<file path="config.mk">
export PLATFORM = sky130hd
export DESIGN_NAME = fp_mul_sequencer_flat
export DESIGN_NICKNAME = d
export VERILOG_FILES = /design/src/rtl/fp_mul_pkg.sv /design/src/rtl/fp_mul_sequencer_if.sv /design/src/rtl/fp_word_serializer.sv /design/src/rtl/fp_mul_sequencer.sv /design/src/flat_wrapper.sv
export SDC_FILE = /design/constraint.sdc
export NUM_CORES = 1
export LEC_CHECK = 0
export ABC_AREA = 1
export CORE_AREA = 2 2 99 101
export DETAILED_ROUTE_END_ITERATION = 8
export DIE_AREA = 0 0 101 103
export DONT_BUFFER_PORTS = 1
export HOLD_SLACK_MARGIN = 0.05
export PLACE_DENSITY = 0.72
export SYNTH_ARGS = -nofsm -noshare
export SYNTH_HDL_FRONTEND = slang
export SYNTH_SLANG_ARGS = --single-unit
</file>
<file path="constraint.sdc">
create_clock -name clk -period 2.1 [get_ports clk]
set_input_delay 0.21 -clock clk [delete_from_list [all_inputs] [get_ports clk]]
set_output_delay 0.21 -clock clk [all_outputs]
set_load 0.02 [all_outputs]
</file>
<file path="src/rtl/fp_mul_pkg.sv">
// ============================================================================
// Module  : fp_mul_pkg
// Brief   : Shared state encoding and constants for the FP multiply sequencer.
// Revision: 1.0 - initial release
// ============================================================================
`default_nettype none

package fp_mul_pkg;

    typedef enum logic [2:0] {
        IDLE  = 3'd0,
        ISSUE = 3'd1,
        WAIT  = 3'd2,
        SEND  = 3'd3,
        DONE  = 3'd4
    } state_t;

    localparam logic [31:0] FP_QNAN        = 32'h7FC00000;
    localparam int          BYTES_PER_WORD = 4;

endpackage

`default_nettype wire

</file>
<file path="src/rtl/fp_mul_sequencer_if.sv">
// ============================================================================
// Module  : fp_mul_sequencer_if
// Brief   : Operand, multiplier, transmitter and status signals of the sequencer.
// Revision: 1.0 - initial release
// ============================================================================
`default_nettype none

interface fp_mul_sequencer_if;
    logic        in_valid;
    logic [31:0] in_a;
    logic [31:0] in_b;
    logic        in_ready;
    logic        mul_start;
    logic [31:0] mul_a;
    logic [31:0] mul_b;
    logic        mul_done;
    logic [31:0] mul_result;
    logic [7:0]  tx_data;
    logic        tx_valid;
    logic        tx_ready;
    logic        busy;
    logic        done;
    logic        overrun;
    logic        timeout_err;
    logic        err_clr;

    modport slave (
        input  in_valid, in_a, in_b, mul_done, mul_result, tx_ready, err_clr,
        output in_ready, mul_start, mul_a, mul_b, tx_data, tx_valid,
               busy, done, overrun, timeout_err
    );

    modport master (
        output in_valid, in_a, in_b, mul_done, mul_result, tx_ready, err_clr,
        input  in_ready, mul_start, mul_a, mul_b, tx_data, tx_valid,
               busy, done, overrun, timeout_err
    );
endinterface

`default_nettype wire

</file>
<file path="src/rtl/fp_word_serializer.sv">
// ============================================================================
// Module  : fp_word_serializer
// Brief   : Holds a 32-bit word and streams it MSB-first as bytes over valid/ready.
// Revision: 1.0 - initial release
// ============================================================================
`default_nettype none

module fp_word_serializer
    import fp_mul_pkg::*;
(
    input  logic        clk,
    input  logic        rst_n,
    input  logic        load,
    input  logic [31:0] load_word,
    input  logic        tx_ready,
    output logic [7:0]  tx_data,
    output logic        tx_valid,
    output logic        last_accept
);
    localparam int                  IDX_W    = $clog2(BYTES_PER_WORD);
    localparam logic [IDX_W-1:0]    LAST_IDX = IDX_W'(BYTES_PER_WORD - 1);

    logic [31:0]      word_q, word_d;
    logic [IDX_W-1:0] idx_q, idx_d;
    logic             valid_q, valid_d;
    logic             accept;
    logic [31:0]      word_shifted;

    always_comb begin
        word_d      = word_q;
        idx_d       = idx_q;
        valid_d     = valid_q;
        accept      = valid_q && tx_ready;
        last_accept = accept && (idx_q == LAST_IDX);
        if (load) begin
            word_d  = load_word;
            idx_d   = '0;
            valid_d = 1'b1;
        end else if (accept) begin
            idx_d = idx_q + 1'b1;
            if (last_accept) begin
                idx_d   = '0;
                valid_d = 1'b0;
            end
        end
    end

    always_ff @(posedge clk or negedge rst_n) begin
        if (!rst_n) begin
            word_q  <= '0;
            idx_q   <= '0;
            valid_q <= 1'b0;
        end else begin
            word_q  <= word_d;
            idx_q   <= idx_d;
            valid_q <= valid_d;
        end
    end

    // Shifting the current byte to the top avoids a variable part-select.
    assign word_shifted = word_q << {idx_q, 3'b000};
    assign tx_data      = word_shifted[31:24];
    assign tx_valid     = valid_q;

endmodule

`default_nettype wire

</file>
<file path="src/rtl/fp_mul_sequencer.sv">
// ============================================================================
// Module  : fp_mul_sequencer
// Brief   : Launches one FP multiply per operand pair, with timeout, and sends the result bytewise.
// Revision: 1.0 - initial release
// ============================================================================
`default_nettype none

module fp_mul_sequencer
    import fp_mul_pkg::*;
#(
    parameter int          TIMEOUT     = 64,
    parameter logic [31:0] NAN_PATTERN = FP_QNAN
) (
    input  logic                clk,
    input  logic                rst_n,
    fp_mul_sequencer_if.slave   bus
);
    localparam logic [7:0] CNT_LAST = 8'(TIMEOUT - 1);

    state_t      state_q, state_d;
    logic [31:0] mul_a_q, mul_a_d;
    logic [31:0] mul_b_q, mul_b_d;
    logic [7:0]  cnt_q, cnt_d;
    logic        overrun_q, overrun_d;
    logic        timeout_q, timeout_d;
    logic        timeout_set;
    logic        load;
    logic [31:0] load_word;
    logic        last_accept;
    logic [7:0]  tx_data;
    logic        tx_valid;

    always_comb begin
        state_d     = state_q;
        mul_a_d     = mul_a_q;
        mul_b_d     = mul_b_q;
        cnt_d       = cnt_q;
        load        = 1'b0;
        load_word   = bus.mul_result;
        timeout_set = 1'b0;
        case (state_q)
            IDLE: begin
                if (bus.in_valid) begin
                    mul_a_d = bus.in_a;
                    mul_b_d = bus.in_b;
                    state_d = ISSUE;
                end
            end
            ISSUE: begin
                cnt_d   = '0;
                state_d = WAIT;
            end
            WAIT: begin
                cnt_d = cnt_q + 8'd1;
                // A done arriving on the expiry cycle still delivers the real product.
                if (bus.mul_done) begin
                    load    = 1'b1;
                    state_d = SEND;
                end else if (cnt_q == CNT_LAST) begin
                    load        = 1'b1;
                    load_word   = NAN_PATTERN;
                    timeout_set = 1'b1;
                    state_d     = SEND;
                end
            end
            SEND: begin
                if (last_accept) state_d = DONE;
            end
            DONE:    state_d = IDLE;
            default: state_d = IDLE;
        endcase

        overrun_d = (bus.in_valid && (state_q != IDLE)) || (overrun_q && !bus.err_clr);
        timeout_d = timeout_set || (timeout_q && !bus.err_clr);
    end

    always_ff @(posedge clk or negedge rst_n) begin
        if (!rst_n) begin
            state_q   <= IDLE;
            mul_a_q   <= '0;
            mul_b_q   <= '0;
            cnt_q     <= '0;
            overrun_q <= 1'b0;
            timeout_q <= 1'b0;
        end else begin
            state_q   <= state_d;
            mul_a_q   <= mul_a_d;
            mul_b_q   <= mul_b_d;
            cnt_q     <= cnt_d;
            overrun_q <= overrun_d;
            timeout_q <= timeout_d;
        end
    end

    fp_word_serializer u_serializer (
        .clk         (clk),
        .rst_n       (rst_n),
        .load        (load),
        .load_word   (load_word),
        .tx_ready    (bus.tx_ready),
        .tx_data     (tx_data),
        .tx_valid    (tx_valid),
        .last_accept (last_accept)
    );

    assign bus.in_ready    = (state_q == IDLE);
    assign bus.busy        = (state_q != IDLE);
    assign bus.mul_start   = (state_q == ISSUE);
    assign bus.done        = (state_q == DONE);
    assign bus.mul_a       = mul_a_q;
    assign bus.mul_b       = mul_b_q;
    assign bus.tx_data     = tx_data;
    assign bus.tx_valid    = tx_valid;
    assign bus.overrun     = overrun_q;
    assign bus.timeout_err = timeout_q;

endmodule

`default_nettype wire
</file>
<file path="src/flat_wrapper.sv">
// flat-port wrapper written by rule: the top's interface ports become plain ports
module fp_mul_sequencer_flat import fp_mul_pkg::*;
#(
    parameter int          TIMEOUT     = 64,
    parameter logic [31:0] NAN_PATTERN = FP_QNAN
)
  (clk, rst_n, bus_in_valid, bus_in_a, bus_in_b, bus_mul_done, bus_mul_result, bus_tx_ready, bus_err_clr, bus_in_ready, bus_mul_start, bus_mul_a, bus_mul_b, bus_tx_data, bus_tx_valid, bus_busy, bus_done, bus_overrun, bus_timeout_err);
  fp_mul_sequencer_if bus_i ();
  input  logic clk;
  input  logic rst_n;
  input wire logic [$bits(bus_i.in_valid)-1:0] bus_in_valid;
  input wire logic [$bits(bus_i.in_a)-1:0] bus_in_a;
  input wire logic [$bits(bus_i.in_b)-1:0] bus_in_b;
  input wire logic [$bits(bus_i.mul_done)-1:0] bus_mul_done;
  input wire logic [$bits(bus_i.mul_result)-1:0] bus_mul_result;
  input wire logic [$bits(bus_i.tx_ready)-1:0] bus_tx_ready;
  input wire logic [$bits(bus_i.err_clr)-1:0] bus_err_clr;
  output wire logic [$bits(bus_i.in_ready)-1:0] bus_in_ready;
  output wire logic [$bits(bus_i.mul_start)-1:0] bus_mul_start;
  output wire logic [$bits(bus_i.mul_a)-1:0] bus_mul_a;
  output wire logic [$bits(bus_i.mul_b)-1:0] bus_mul_b;
  output wire logic [$bits(bus_i.tx_data)-1:0] bus_tx_data;
  output wire logic [$bits(bus_i.tx_valid)-1:0] bus_tx_valid;
  output wire logic [$bits(bus_i.busy)-1:0] bus_busy;
  output wire logic [$bits(bus_i.done)-1:0] bus_done;
  output wire logic [$bits(bus_i.overrun)-1:0] bus_overrun;
  output wire logic [$bits(bus_i.timeout_err)-1:0] bus_timeout_err;
  assign bus_i.in_valid = bus_in_valid;
  assign bus_i.in_a = bus_in_a;
  assign bus_i.in_b = bus_in_b;
  assign bus_i.mul_done = bus_mul_done;
  assign bus_i.mul_result = bus_mul_result;
  assign bus_i.tx_ready = bus_tx_ready;
  assign bus_i.err_clr = bus_err_clr;
  assign bus_in_ready = bus_i.in_ready;
  assign bus_mul_start = bus_i.mul_start;
  assign bus_mul_a = bus_i.mul_a;
  assign bus_mul_b = bus_i.mul_b;
  assign bus_tx_data = bus_i.tx_data;
  assign bus_tx_valid = bus_i.tx_valid;
  assign bus_busy = bus_i.busy;
  assign bus_done = bus_i.done;
  assign bus_overrun = bus_i.overrun;
  assign bus_timeout_err = bus_i.timeout_err;
  fp_mul_sequencer #(.TIMEOUT(TIMEOUT), .NAN_PATTERN(NAN_PATTERN)) u_core (.clk(clk), .rst_n(rst_n), .bus(bus_i));
endmodule
</file>
==> reports/qor.txt <==
Sw frac = 0.459
Mean Syn Cell Area = 8.37 um2
Die width = 101 um
CTS clock-pin slew for the worst setup and hold paths = 0.11 ns
Initial Util = 0.527
Row Count = 36
Number of diodes = 0
Post-CTS resize count = 0
Syn Nets = 699
Setup slack, reg-to-reg = 0.16 ns
PortBufs = 0
Post-DR vias/cell = 5.50
Critical path capture point type = primary output
Yosys cell types = 23
Hpwl dp = 7670 um
P&R area growth vs syn = 28.9%
Final #Nets = 801
PD cells = 1450 mW/mm2
Crit path kind = reg2out
Vias = 4,485
Seq pwr share = 0.493
First-pass GRT wire length = 21,100 um
Area leader, netlist = dfrtp_1
YS warnings = 0
Die ar. = 0.0104 mm2
WL final = 13,700 um
Sequential-to-total area share from yosys stat = 0.563
Ports = 181
Most common flop cell mapped by yosys = dfrtp_1
Final Hold Fails = 112
Worst slew pin tran = 0.897 ns
CTS H-Tree Depth = 3
Total power = 0.00930 W
#FFs+latches synth = 112
Final min period = 2.00 ns
CTS tree = yes
Crit start category = register
Clk pwr share = 0.166
Post-CTS Setup Inserts = 0
Cell Count, Final, Fillers Out = 815
Fin area = 0.00642 mm2
Clock sink count = 112
Synth async-reset ratio = 1.00
Die height = 103 um
F_max = 500 MHz
Count leader, synth = nand2_1
WP data required = 1.89 ns
Drt drc = 0
Worst EP arrival = 1.79 ns
Post-synth EDFFs = 0
Relative slew slack = 0.400
Drt wl/cell = 16.7 um
Clk buf depth = 2
Worst vdd ir = 0.000798 V
Slew Limit Fails = 0
Cell Int Power = 0.00503 W
P_leak = 3.25 nW
Hold WS = -0.483 ns
Post-DP Area = 0.00501 mm2
Core Area = 0.00946 mm2
Cell area after synthesis = 0.00498 mm2
Crit Path Max Fanout = 18
Logic pwr share = 0.341
Sw Pwr = 0.00427 W
Share of cells above drive strength 1 = 0.0556
Clock skew = 0.0113 ns
Final worst-path cycle share = 0.953
Largest net degree at the start of global routing = 113
Outcome = finished with violations
# fillers = 735
Placed cells = 684
Number of max-cap violations = 0
Synth top cells by count = 198 x nand2_1, 130 x nand3_1, 112 x dfrtp_1, 37 x inv_1, 21 x o21ai_0
Clock root buffer = clkbuf_8
Final setup fails = 0
Finished Core Util = 0.679
Initial antenna violation count = 0
Violated checks = hold timing
DRT Pass-1 Iters = 5
Worst-Skew Late Latency = 0.38 ns
Grt total ovfl = 0
# hold bufs at CTS = 116
Cell count after synthesis = 595
TritonCTS Buffers = 9
Gp weighted congestion = 0.811
Area share of the leading cell type in the synthesized netlist = 0.563
Synth area leaders = dfrtp_1 56%, nand2_1 15%, nand3_1 13%
Hold Path Class = in2async
Vias in the first global route = 4,299
RSZ-0062 raised after global routing = no
GRT Overall Usage = 0.261
Final ANT Viol Nets = 0
Total Neg Setup Slack = 0 ns
Iteration-0 DRC Markers = 217
## sequential cells by signal, summed over array words and instances (netlist names), 2 cells and up
register / flops
u_core.state_q: 3
u_core.cnt_q: 8
u_core.bus.mul_b: 32
u_core.u_serializer.word_q: 32
u_core.bus.mul_a: 32
u_core.u_serializer.idx_q: 2
## placed cells by master (no fill, tap or decap)
| master | Yosys | routed |
|---|---|---|
| nor3_1 | 2 | 2 |
| or2_2 | 5 | 5 |
| dfrtp_1 | 112 | 112 |
| bufinv_16 | 0 | 3 |
| clkbuf_8 | 0 | 9 |
| nor2_2 | 2 | 2 |
| or2_0 | 4 | 4 |
| o22ai_1 | 8 | 8 |
| nand3_1 | 130 | 130 |
| a21boi_0 | 1 | 1 |
| inv_2 | 2 | 2 |
| inv_1 | 37 | 37 |
| a21oi_1 | 11 | 11 |
| nor2_1 | 20 | 20 |
| nand3_2 | 1 | 1 |
| nand4_1 | 1 | 1 |
| clkinvlp_4 | 0 | 1 |
| buf_4 | 2 | 9 |
| ha_1 | 2 | 2 |
| inv_8 | 0 | 1 |
| nand2_2 | 2 | 2 |
| dlygate4sd3_1 | 0 | 115 |
| nand2_1 | 198 | 198 |
| o21ai_0 | 21 | 21 |
| nor2_4 | 1 | 1 |
| buf_12 | 0 | 2 |
| clkinv_4 | 0 | 1 |
## power by group through the flow
| stage | clock [W] | sequential [W] | combinational (W) |
|---|---|---|---|
| floorplan | 0 | 0.00436 | 0.00241 |
| global placement | 0 | 0.00458 | 0.00272 |
| detailed placement | 0 | 0.00458 | 0.00287 |
| CTS | 0.00156 | 0.00456 | 0.00310 |
| global route | 0.00166 | 0.00469 | 0.00359 |
| finish | 0.00154 | 0.00459 | 0.00317 |
## worst paths after layout
check                                                from                        endpoint  cells past startpoint
min reg2reg                u_core.u_serializer.word_q[16]  u_core.u_serializer.word_q[16]                      2
min in group clk                             bus_mul_done          u_core.bus.timeout_err                      3
max                          u_core.u_serializer.idx_q[0]                  bus_tx_data[1]                      3
min                                                 rst_n             u_core.bus.mul_b[7]                      0
max in group asynchronous                           rst_n   u_core.u_serializer.word_q[8]                      0
max reg2reg                             u_core.state_q[0]            u_core.bus.mul_a[11]                      7
## through the flow
step | setup WS (ns) | hold slack (ns)
CTS | 0.117 | -0.505
detailed placement | 0.487 | -0.0817
global route | 0.00817 | -0.511
global placement | 0.565 | -0.0820
finish | 0.0995 | -0.483
floorplan | 0.581 | -0.0856
## cell families (layout without fill, tap and decap cells)
logic type               count (synthesis)  after routing  share of synthesized area
flip-flops                             112            112                      0.563
AO/OA/AOI/OAI                           41             41                     0.0437
AND/OR/NAND/NOR                        366            366                      0.319
adder cells (fa/ha/maj)                  2              2                    0.00502
buffers and inverters                   74            180                     0.0698
## routing by layer
metal / vias up / global-route usage / share of wire
li1: 2113 / - / -
met1: 2104 / 0.326 / 0.39
met2: 232 / 0.422 / 0.49
met3: 36 / 0.0753 / 0.080
met4: 0 / 0.126 / 0.031
met5: - / 0 / 0
## cell type report
| type | count | area (um2) | area share |
|---|---|---|---|
| timing repair buffer | 126 | 1260 | 0.196 |
| clock inverter | 6 | 118 | 0.0183 |
| tap | 114 | 143 | 0.0222 |
| clock buffer | 9 | 124 | 0.0193 |
| sequential | 112 | 2800 | 0.436 |
| multi-input combinational | 409 | 1830 | 0.285 |
| inverter | 39 | 146 | 0.0228 |
## critical path, stage by stage (launching register included)
cell and delay, ns:
dfrtp_1 0.39, inv_1 0.37, o21ai_0 0.20, o22ai_1 0.45
Power figures use the tool's default switching activity.
